File: config.mk
export PLATFORM = sky130hd
export DESIGN_NAME = mul_rr_scheduler
export DESIGN_NICKNAME = d
export VERILOG_FILES = /design/src/rtl/mul_rr_scheduler.sv
export SDC_FILE = /design/constraint.sdc
export NUM_CORES = 1
export LEC_CHECK = 0
export ABC_AREA = 1
export BUFFER_PORTS_ARGS = -buffer_cell sky130_fd_sc_hd__buf_2
export CORE_MARGIN = 3
export CORE_UTILIZATION = 43
export CTS_CLUSTER_DIAMETER = 200
export DETAILED_ROUTE_END_ITERATION = 8
export PLACE_DENSITY = 0.73
export SLEW_MARGIN = 15
export SYNTH_ARGS = -nofsm -noshare
export SYNTH_HDL_FRONTEND = slang
export SYNTH_SLANG_ARGS = --single-unit
File: constraint.sdc
create_clock -name clk -period 4.01 [get_ports clk]
set_clock_uncertainty 0.15 [all_clocks]
set_input_delay 0.401 -clock clk [delete_from_list [all_inputs] [get_ports clk]]
set_output_delay 0.401 -clock clk [all_outputs]
set_load 0.005 [all_outputs]
File: src/rtl/mul_rr_scheduler.sv
`default_nettype none
// ============================================================================
// Module      : mul_rr_scheduler
// Description : Round-robin scheduler that shares one combinational
//               multiplier among NREQ requesters. Registers the winning
//               operands toward the multiplier, captures the product one
//               cycle later and returns it with the requester index over a
//               valid/ready response channel.
// Revision    : 1.0 - initial release
// ============================================================================
module mul_rr_scheduler #(
    parameter  int NREQ  = 4,
    parameter  int WIDTH = 4,
    localparam int IDW   = $clog2(NREQ)
) (
    input  logic                    clk,
    input  logic                    rst_n,
    input  logic [NREQ-1:0]         req_valid,
    input  logic [NREQ*WIDTH-1:0]   req_a,
    input  logic [NREQ*WIDTH-1:0]   req_b,
    output logic [NREQ-1:0]         req_ready,
    output logic [WIDTH-1:0]        mul_a,
    output logic [WIDTH-1:0]        mul_b,
    input  logic [2*WIDTH-1:0]      mul_p,
    output logic                    rsp_valid,
    input  logic                    rsp_ready,
    output logic [IDW-1:0]          rsp_id,
    output logic [2*WIDTH-1:0]      rsp_p,
    output logic                    busy
);

    localparam logic [1:0] S_IDLE = 2'd0;
    localparam logic [1:0] S_CALC = 2'd1;
    localparam logic [1:0] S_RESP = 2'd2;

    localparam logic [IDW-1:0] C_LAST_IDX = IDW'(NREQ - 1);

    logic [1:0]           r_state;
    logic [IDW-1:0]       r_rr_ptr;
    logic [WIDTH-1:0]     r_mul_a;
    logic [WIDTH-1:0]     r_mul_b;
    logic                 r_rsp_valid;
    logic [IDW-1:0]       r_rsp_id;
    logic [2*WIDTH-1:0]   r_rsp_p;

    logic [IDW-1:0]       w_cand [NREQ];
    logic                 w_found;
    logic [IDW-1:0]       w_winner;
    logic [IDW-1:0]       w_next_ptr;
    logic [NREQ-1:0]      w_ready;

    // Candidate requester indices in priority order, starting at the pointer.
    always_comb begin
        for (int k = 0; k < NREQ; k++) begin
            w_cand[k] = IDW'((int'(r_rr_ptr) + k) % NREQ);
        end
    end

    // First valid candidate wins; earlier candidates have higher priority.
    always_comb begin
        w_found  = 1'b0;
        w_winner = '0;
        for (int k = 0; k < NREQ; k++) begin
            if (!w_found && req_valid[w_cand[k]]) begin
                w_found  = 1'b1;
                w_winner = w_cand[k];
            end
        end
    end

    assign w_next_ptr = (w_winner == C_LAST_IDX) ? '0 : w_winner + 1'b1;

    // One-hot grant, only offered in IDLE and never while reset is asserted.
    always_comb begin
        w_ready = '0;
        if (rst_n && (r_state == S_IDLE) && w_found) begin
            w_ready[w_winner] = 1'b1;
        end
    end

    // Control FSM: accept in IDLE, capture product in CALC, hold response in RESP.
    always_ff @(posedge clk) begin
        if (!rst_n) begin
            r_state     <= S_IDLE;
            r_rr_ptr    <= '0;
            r_mul_a     <= '0;
            r_mul_b     <= '0;
            r_rsp_valid <= 1'b0;
            r_rsp_id    <= '0;
            r_rsp_p     <= '0;
        end else begin
            case (r_state)
                S_IDLE: begin
                    if (w_found) begin
                        r_mul_a  <= req_a[w_winner*WIDTH +: WIDTH];
                        r_mul_b  <= req_b[w_winner*WIDTH +: WIDTH];
                        r_rsp_id <= w_winner;
                        r_rr_ptr <= w_next_ptr;
                        r_state  <= S_CALC;
                    end
                end
                S_CALC: begin
                    r_rsp_p     <= mul_p;
                    r_rsp_valid <= 1'b1;
                    r_state     <= S_RESP;
                end
                S_RESP: begin
                    if (rsp_ready) begin
                        r_rsp_valid <= 1'b0;
                        r_state     <= S_IDLE;
                    end
                end
                default: begin
                    r_rsp_valid <= 1'b0;
                    r_state     <= S_IDLE;
                end
            endcase
        end
    end

    assign req_ready = w_ready;
    assign mul_a     = r_mul_a;
    assign mul_b     = r_mul_b;
    assign rsp_valid = r_rsp_valid;
    assign rsp_id    = r_rsp_id;
    assign rsp_p     = r_rsp_p;
    assign busy      = (r_state != S_IDLE);

endmodule
`default_nettype wire

==> impl_metrics.json, run 1 <==
{
  "rsz0062_at_grt": "no",
  "yosysWarnings": 0,
  "numClockSinks": 23,
  "fmax_ghz": 0.3017,
  "cts_tree": "built",
  "crit_path_max_fanout": 12,
  "clkTransAtPathRegs_ns": 0.08,
  "grt_pass1_vias": 1583,
  "hp-class": "input pin to register",
  "worstSetupStartpointType": "register",
  "drive_above_1_share_pct": 31.95,
  "synth.area.top_cells": "dfxtp_1 (27%), inv_1 (12%), nand2_1 (9.1%), nor2_1 (8.7%), nand3_1 (8.4%)",
  "grt_first_pass_wirelength_mm": 7.003,
  "synth_fp_nets": 324,
  "firstDrtPassIters": 4,
  "num_io_pins": 71,
  "numCtsBuffers": 3,
  "die_x_um": 69.35,
  "setup_viol": 0,
  "fin_crit_sh_pct": 82.65,
  "wl_per_cell_um": 10.90,
  "synth_edf_count": 0,
  "setup_tns_ns": 0,
  "clock-root-buffer": "clkbuf_8",
  "powerDensity_nw_per_um2": 773.6,
  "holdPathStages": 3,
  "r2r_slack_ns": 1.13,
  "design.core.area_um2": 3771,
  "p_leak_nw": 1.286,
  "worst_pin_slew_ns": 0.5358,
  "via_count": 1844,
  "endpoint_kind": "output pin",
  "dpl.hpwl_mm": 3.221,
  "cap_violations": 0,
  "cts_hold_buf": 0,
  "num_rows": 22,
  "areaGrowthSynthToFinish_pct": 22.63,
  "yosys-top-cells-count": "inv_1 (55), nand2_1 (42), nor2_1 (40), nand3_1 (29), dfxtp_1 (23)",
  "track_usage_pct": 16.90,
  "drcViolationCount": 0,
  "place_ws_ns": 1.027,
  "synth-main-ff-cell": "dfxtp_1",
  "synth_cell_types": 27,
  "hold_path_end": "rsp_p[6]",
  "synth_top_area_share_pct": 26.69,
  "outcome": "finished, final reports clean",
  "yosysMostFrequentCell": "inv_1",
  "hold_viol": 0,
  "grt_max_degree": 21,
  "synth_area_um2": 1725,
  "start_util_pct": 45.75,
  "critPathKind": "register to output pin",
  "ctsResizeCount": 0,
  "ys_seq_area_share_pct": 26.69,
  "grt_overflow": 0,
  "port-buffer-count": 70,
  "synth_seq_cells": 23,
  "ir_drop_uv": 363.2,
  "fillerInstances": 372,
  "clockBufferDepth": 2,
  "syn_inst": 273,
  "clk-insertion-delay-late_ns": 0.26,
  "min_from": "mul_p[6]",
  "ff2ff_path_depth": 12,
  "netlist.top_cell.by_area": "dfxtp_1",
  "ant_nets": 0,
  "antenna_cells": 0,
  "layout.nets": 390,
  "layout_setup_ws_ns": 0.6958,
  "ys_async_sr_fraction_pct": 0,
  "avgSynthCellArea_um2": 6.320,
  "htree_levels": 1,
  "crit_arrival_ns": 2.76,
  "rr_startpoint": "r_rr_ptr[0]",
  "die-height_um": 69.35,
  "slew_headroom_pct": 64.15,
  "cp.required_ns": 3.46,
  "gp_congestion": 0.8452,
  "reg2reg_to": "r_rr_ptr[1]",
  "period_minus_slack_ns": 3.314,
  "postRouteWirelength_mm": 4.207,
  "drt-initial-drc-count": 112,
  "avgViaCountPerCell": 4.777,
  "cts_setup_buffers": 0,
  "die-area_um2": 4809,
  "antenna_found_initial": 0,
  "slew_viol_final": 0
}
routing by layer:
layer,track usage (%),share of wire (%),up-vias
met1,22.73,46,809
met3,3.188,7.3,4
met5,0,0,-
met2,27.86,46,54
li1,-,-,977
met4,3.905,0.64,0
cell type report:
class	instances	area, µm²	share of cell area, %
timing repair buffer	70	350.3	16.56
multi-input combinational	180	962.2	45.48
clock inverter	1	5.005	0.2365
inverter	61	236.5	11.18
sequential	23	460.4	21.76
tap	48	60.06	2.839
clock buffer	3	41.29	1.952
registers in the layout (all words and copies together) (netlist names):
name,count
mul_b,4
rsp_id,2
r_rr_ptr,2
r_state,2
rsp_valid,1
mul_a,4
rsp_p,8
cell families after synthesis:
| kind of cell | after synthesis | synth area share [%] |
|---|---|---|
| AO/OA/AOI/OAI | 18 | 5.801 |
| adder cells (fa/ha/maj) | 4 | 2.901 |
| buffers and inverters | 70 | 17.55 |
| flip-flops | 23 | 26.69 |
| AND/OR/NAND/NOR | 158 | 47.06 |
stage by stage:
step | power [mW] | utilization, % | instances | hold slack [ns] | area, µm²
after floorplan | 1.284 | - | 273 | 0.3116 | 1725
after global placement | 1.486 | 54.88 | 382 | 0.3270 | 2069
after detailed placement | 1.494 | 54.88 | 382 | 0.3403 | 2069
after CTS | 1.639 | 56.10 | 386 | 0.2055 | 2116
after global routing | 1.819 | 56.10 | 386 | 0.2141 | 2116
final | 1.637 | 56.10 | 386 | 0.2084 | 2116
critical path, stage by stage (launching register included):
cell and delay, ns:
dfxtp_1 0.63, inv_8 0.10, nand2_2 0.10, nand3_2 0.08
nand2_2 0.14, nor2_8 0.06, nand3_1 0.07, nand3_1 0.08
nand2_1 0.34, clkinv_1 0.40, ha_1 0.30, inv_1 0.05
nor2_1 0.04, buf_2 0.12
worst max-delay path by stage:
stage / from / to / slack, ns / cells past startpoint
after floorplan: r_rr_ptr[0] / req_ready[1] / 1.82 / 13
after global placement: r_rr_ptr[0] / req_ready[3] / 1.11 / 11
after detailed placement: r_rr_ptr[0] / req_ready[2] / 1.03 / 11
after CTS: r_rr_ptr[0] / req_ready[2] / 0.73 / 11
after global routing: r_rr_ptr[0] / req_ready[2] / 0.49 / 11
final: r_rr_ptr[0] / req_ready[3] / 0.70 / 13
power by group:
part | internal [mW] | switching [mW] | total, mW | leakage (nW)
clock | 0.0691 | 0.0689 | 0.138 | 0.0255
combinational | 0.389 | 0.741 | 1.13 | 1.07
sequential | 0.312 | 0.0564 | 0.369 | 0.191
cell usage in the layout (no fill, tap or decap), types with 11 or more instances in the layout:
cell     synthesis  layout
nand2_1         42      42
inv_1           55      55
buf_2            4      70
o21ai_0         11      11
nor2_1          40      40
nand3_1         29      29
nand4_1         17      17
nand2_2         19      19
dfxtp_1         23      23
(Power assumes the default switching activity.)
==> inputs of run 2 (changes only) <==
--- a/config.mk
+++ b/config.mk
@@ -11,7 +11,7 @@
 export CORE_UTILIZATION = 43
 export CTS_CLUSTER_DIAMETER = 200
 export DETAILED_ROUTE_END_ITERATION = 8
-export PLACE_DENSITY = 0.73
+export PLACE_DENSITY = 0.76
 export SLEW_MARGIN = 15
 export SYNTH_ARGS = -nofsm -noshare
 export SYNTH_HDL_FRONTEND = slang
==> constraint.sdc (replaced) <==
create_clock -name clk -period 2.7 [get_ports clk]
set_clock_uncertainty 0.15 [all_clocks]
set_input_delay 0.27 -clock clk [delete_from_list [all_inputs] [get_ports clk]]
set_output_delay 0.27 -clock clk [all_outputs]
set_load 0.005 [all_outputs]
==> impl_metrics.json, run 2 (synthesized netlist as in run 1, its figures left out) <==
{
  "outcome": "finished, final reports clean",
  "internal-power_mw": 1.226,
  "place_inst": 388,
  "antenna_cells": 0,
  "sequentialPowerShare_pct": 22.0,
  "setup_tns_ns": 0,
  "crit_cells": 14,
  "num_rows": 22,
  "final_cell_mix": "buf_2 (70), inv_1 (55), nand2_1 (41)",
  "cap_violations": 0,
  "start_util_pct": 45.75,
  "powerDensity_nw_per_um2": 1162,
  "critical_path.top_delay_family": "simple AND/OR/NAND/NOR gates",
  "holdWs_ns": 0.08204,
  "wl_per_cell_um": 10.68,
  "endpoint_kind": "output pin",
  "finalCoreUtilization_pct": 57.50,
  "fin_crit_sh_pct": 92.36,
  "cts_tree": "built",
  "setup_viol": 0,
  "drive_above_1_share_pct": 34.01,
  "crit_arrival_ns": 2.07,
  "clock-root-buffer": "clkbuf_8",
  "port-buffer-count": 70,
  "pwr-share-clk_pct": 8.0,
  "drcViolationCount": 0,
  "hold_viol": 0,
  "num_io_pins": 71,
  "fmax_ghz": 0.4010,
  "numCtsBuffers": 3,
  "clockBufferDepth": 2,
  "postRouteWirelength_mm": 4.185,
  "worstSetupStartpointType": "register",
  "p_leak_nw": 1.316,
  "clkTransAtPathRegs_ns": 0.08,
  "mostFrequentLayoutCell": "buf_2",
  "startpoint": "r_rr_ptr[0]",
  "layout.nets": 396,
  "drt-initial-drc-count": 169,
  "largest_reg_flops": 8,
  "die-height_um": 69.35,
  "clk-insertion-delay-late_ns": 0.25,
  "hp-class": "input pin to register",
  "rsz0062_at_grt": "no",
  "rr_startpoint": "r_rr_ptr[0]",
  "worst_pin_slew_ns": 0.3896,
  "cpPeakStageDelay_ns": 0.44,
  "die_x_um": 69.35,
  "grt_overflow": 0,
  "cp-endpoint": "req_ready[3]",
  "track_usage_pct": 17.08,
  "grt_pass1_vias": 1651,
  "firstDrtPassIters": 4,
  "r2r_slack_ns": 0.56,
  "htree_levels": 1,
  "crit_chain": "inv_8 > nand2_2 > nand2_2 > nand2_1 > nand2_1 > nand2_1 > nand2_1 > nand2_4 > nand3_4 > inv_1 > ha_1 > inv_1 > nor2_1 > buf_2",
  "antenna_found_initial": 0,
  "grt_first_pass_wirelength_mm": 7.100,
  "final_cells": 392,
  "cts_hold_buf": 0,
  "slew_viol_final": 0,
  "crit_path_max_fanout": 17,
  "slew_headroom_pct": 74.00,
  "reg2reg_to": "r_rr_ptr[1]",
  "dpl.hpwl_mm": 3.295,
  "path_common_cell": "nand2_1",
  "totalPowerFinal_mw": 2.520,
  "design.core.area_um2": 3771,
  "ff2ff_path_depth": 12,
  "critPathKind": "register to output pin",
  "power_frac_comb_pct": 70.0,
  "swShare_pct": 51.34,
  "die-area_um2": 4809,
  "power_switching_mw": 1.294,
  "via_count": 1858,
  "crit_slowest_cell": "dfxtp_4",
  "critPathBufInv": 4,
  "period_minus_slack_ns": 2.494,
  "grt_max_degree": 20,
  "avgViaCountPerCell": 4.740,
  "cp.required_ns": 2.28,
  "ir_drop_uv": 512.5,
  "gp_congestion": 0.8315,
  "numClockSinks": 23,
  "areaGrowthSynthToFinish_pct": 25.67,
  "ant_nets": 0
}
run 2: power by group through the flow:
| stage | Combinational, mW | Clock (mW) | Sequential [mW] |
|---|---|---|---|
| 2_1_floorplan | 1.37 | 0 | 0.539 |
| 3_3_place_gp | 1.73 | 0 | 0.552 |
| 3_5_place_dp | 1.77 | 0 | 0.552 |
| 4_1_cts | 1.77 | 0.208 | 0.550 |
| 5_1_grt | 2.02 | 0.225 | 0.571 |
| 6_report | 1.76 | 0.201 | 0.554 |
run 2: layout make-up:
cell class,count,area [µm²]
clock buffers,3,41.29
clock inverters,1,5.005
fillers,371,1603
inverters,61,236.5
multi-input cells,180,964.7
flip-flops and latches,23,465.4
well taps,48,60.06
repair buffers,76,395.4
run 2: worst min-delay path by stage:
stage | from | endpoint | slack [ns] | cells past startpoint
global route | mul_p[2] | rsp_p[2] | 0.08 | 3
global placement | rsp_valid | rsp_valid | 0.33 | 2
detailed placement | rsp_valid | rsp_valid | 0.34 | 2
CTS | mul_p[0] | rsp_p[0] | 0.08 | 3
floorplan | rst_n | r_state[0] | 0.25 | 2
finish | mul_p[7] | rsp_p[7] | 0.08 | 3
run 2: worst min-delay path: cells and delay by family:
kind,cells,cell delay [ns]
buf+inv,1,0.07
simple gates,2,0.11
run 2: repair_timing:
action,CTS,global route
pin swaps,0,0
setup endpoints to repair,3,3
resized for setup,1,3
buffers inserted,0,0
run 2: per-stage QoR:
stage               setup slack (ns)  instance area [µm²]
CTS                          0.06148                 2162
floorplan                     0.5999                 1725
detailed placement            0.2003                 2115
global route               0.0006979                 2168
global placement              0.2867                 2115
finish                        0.2063                 2168
run 2: per-layer routing:
metal	up-vias	wire, µm	track usage, %
met3	4	303	3.188
li1	987	-	-
met2	62	1922	26.69
met5	-	0	0
met4	0	42	4.555
met1	805	1917	23.99
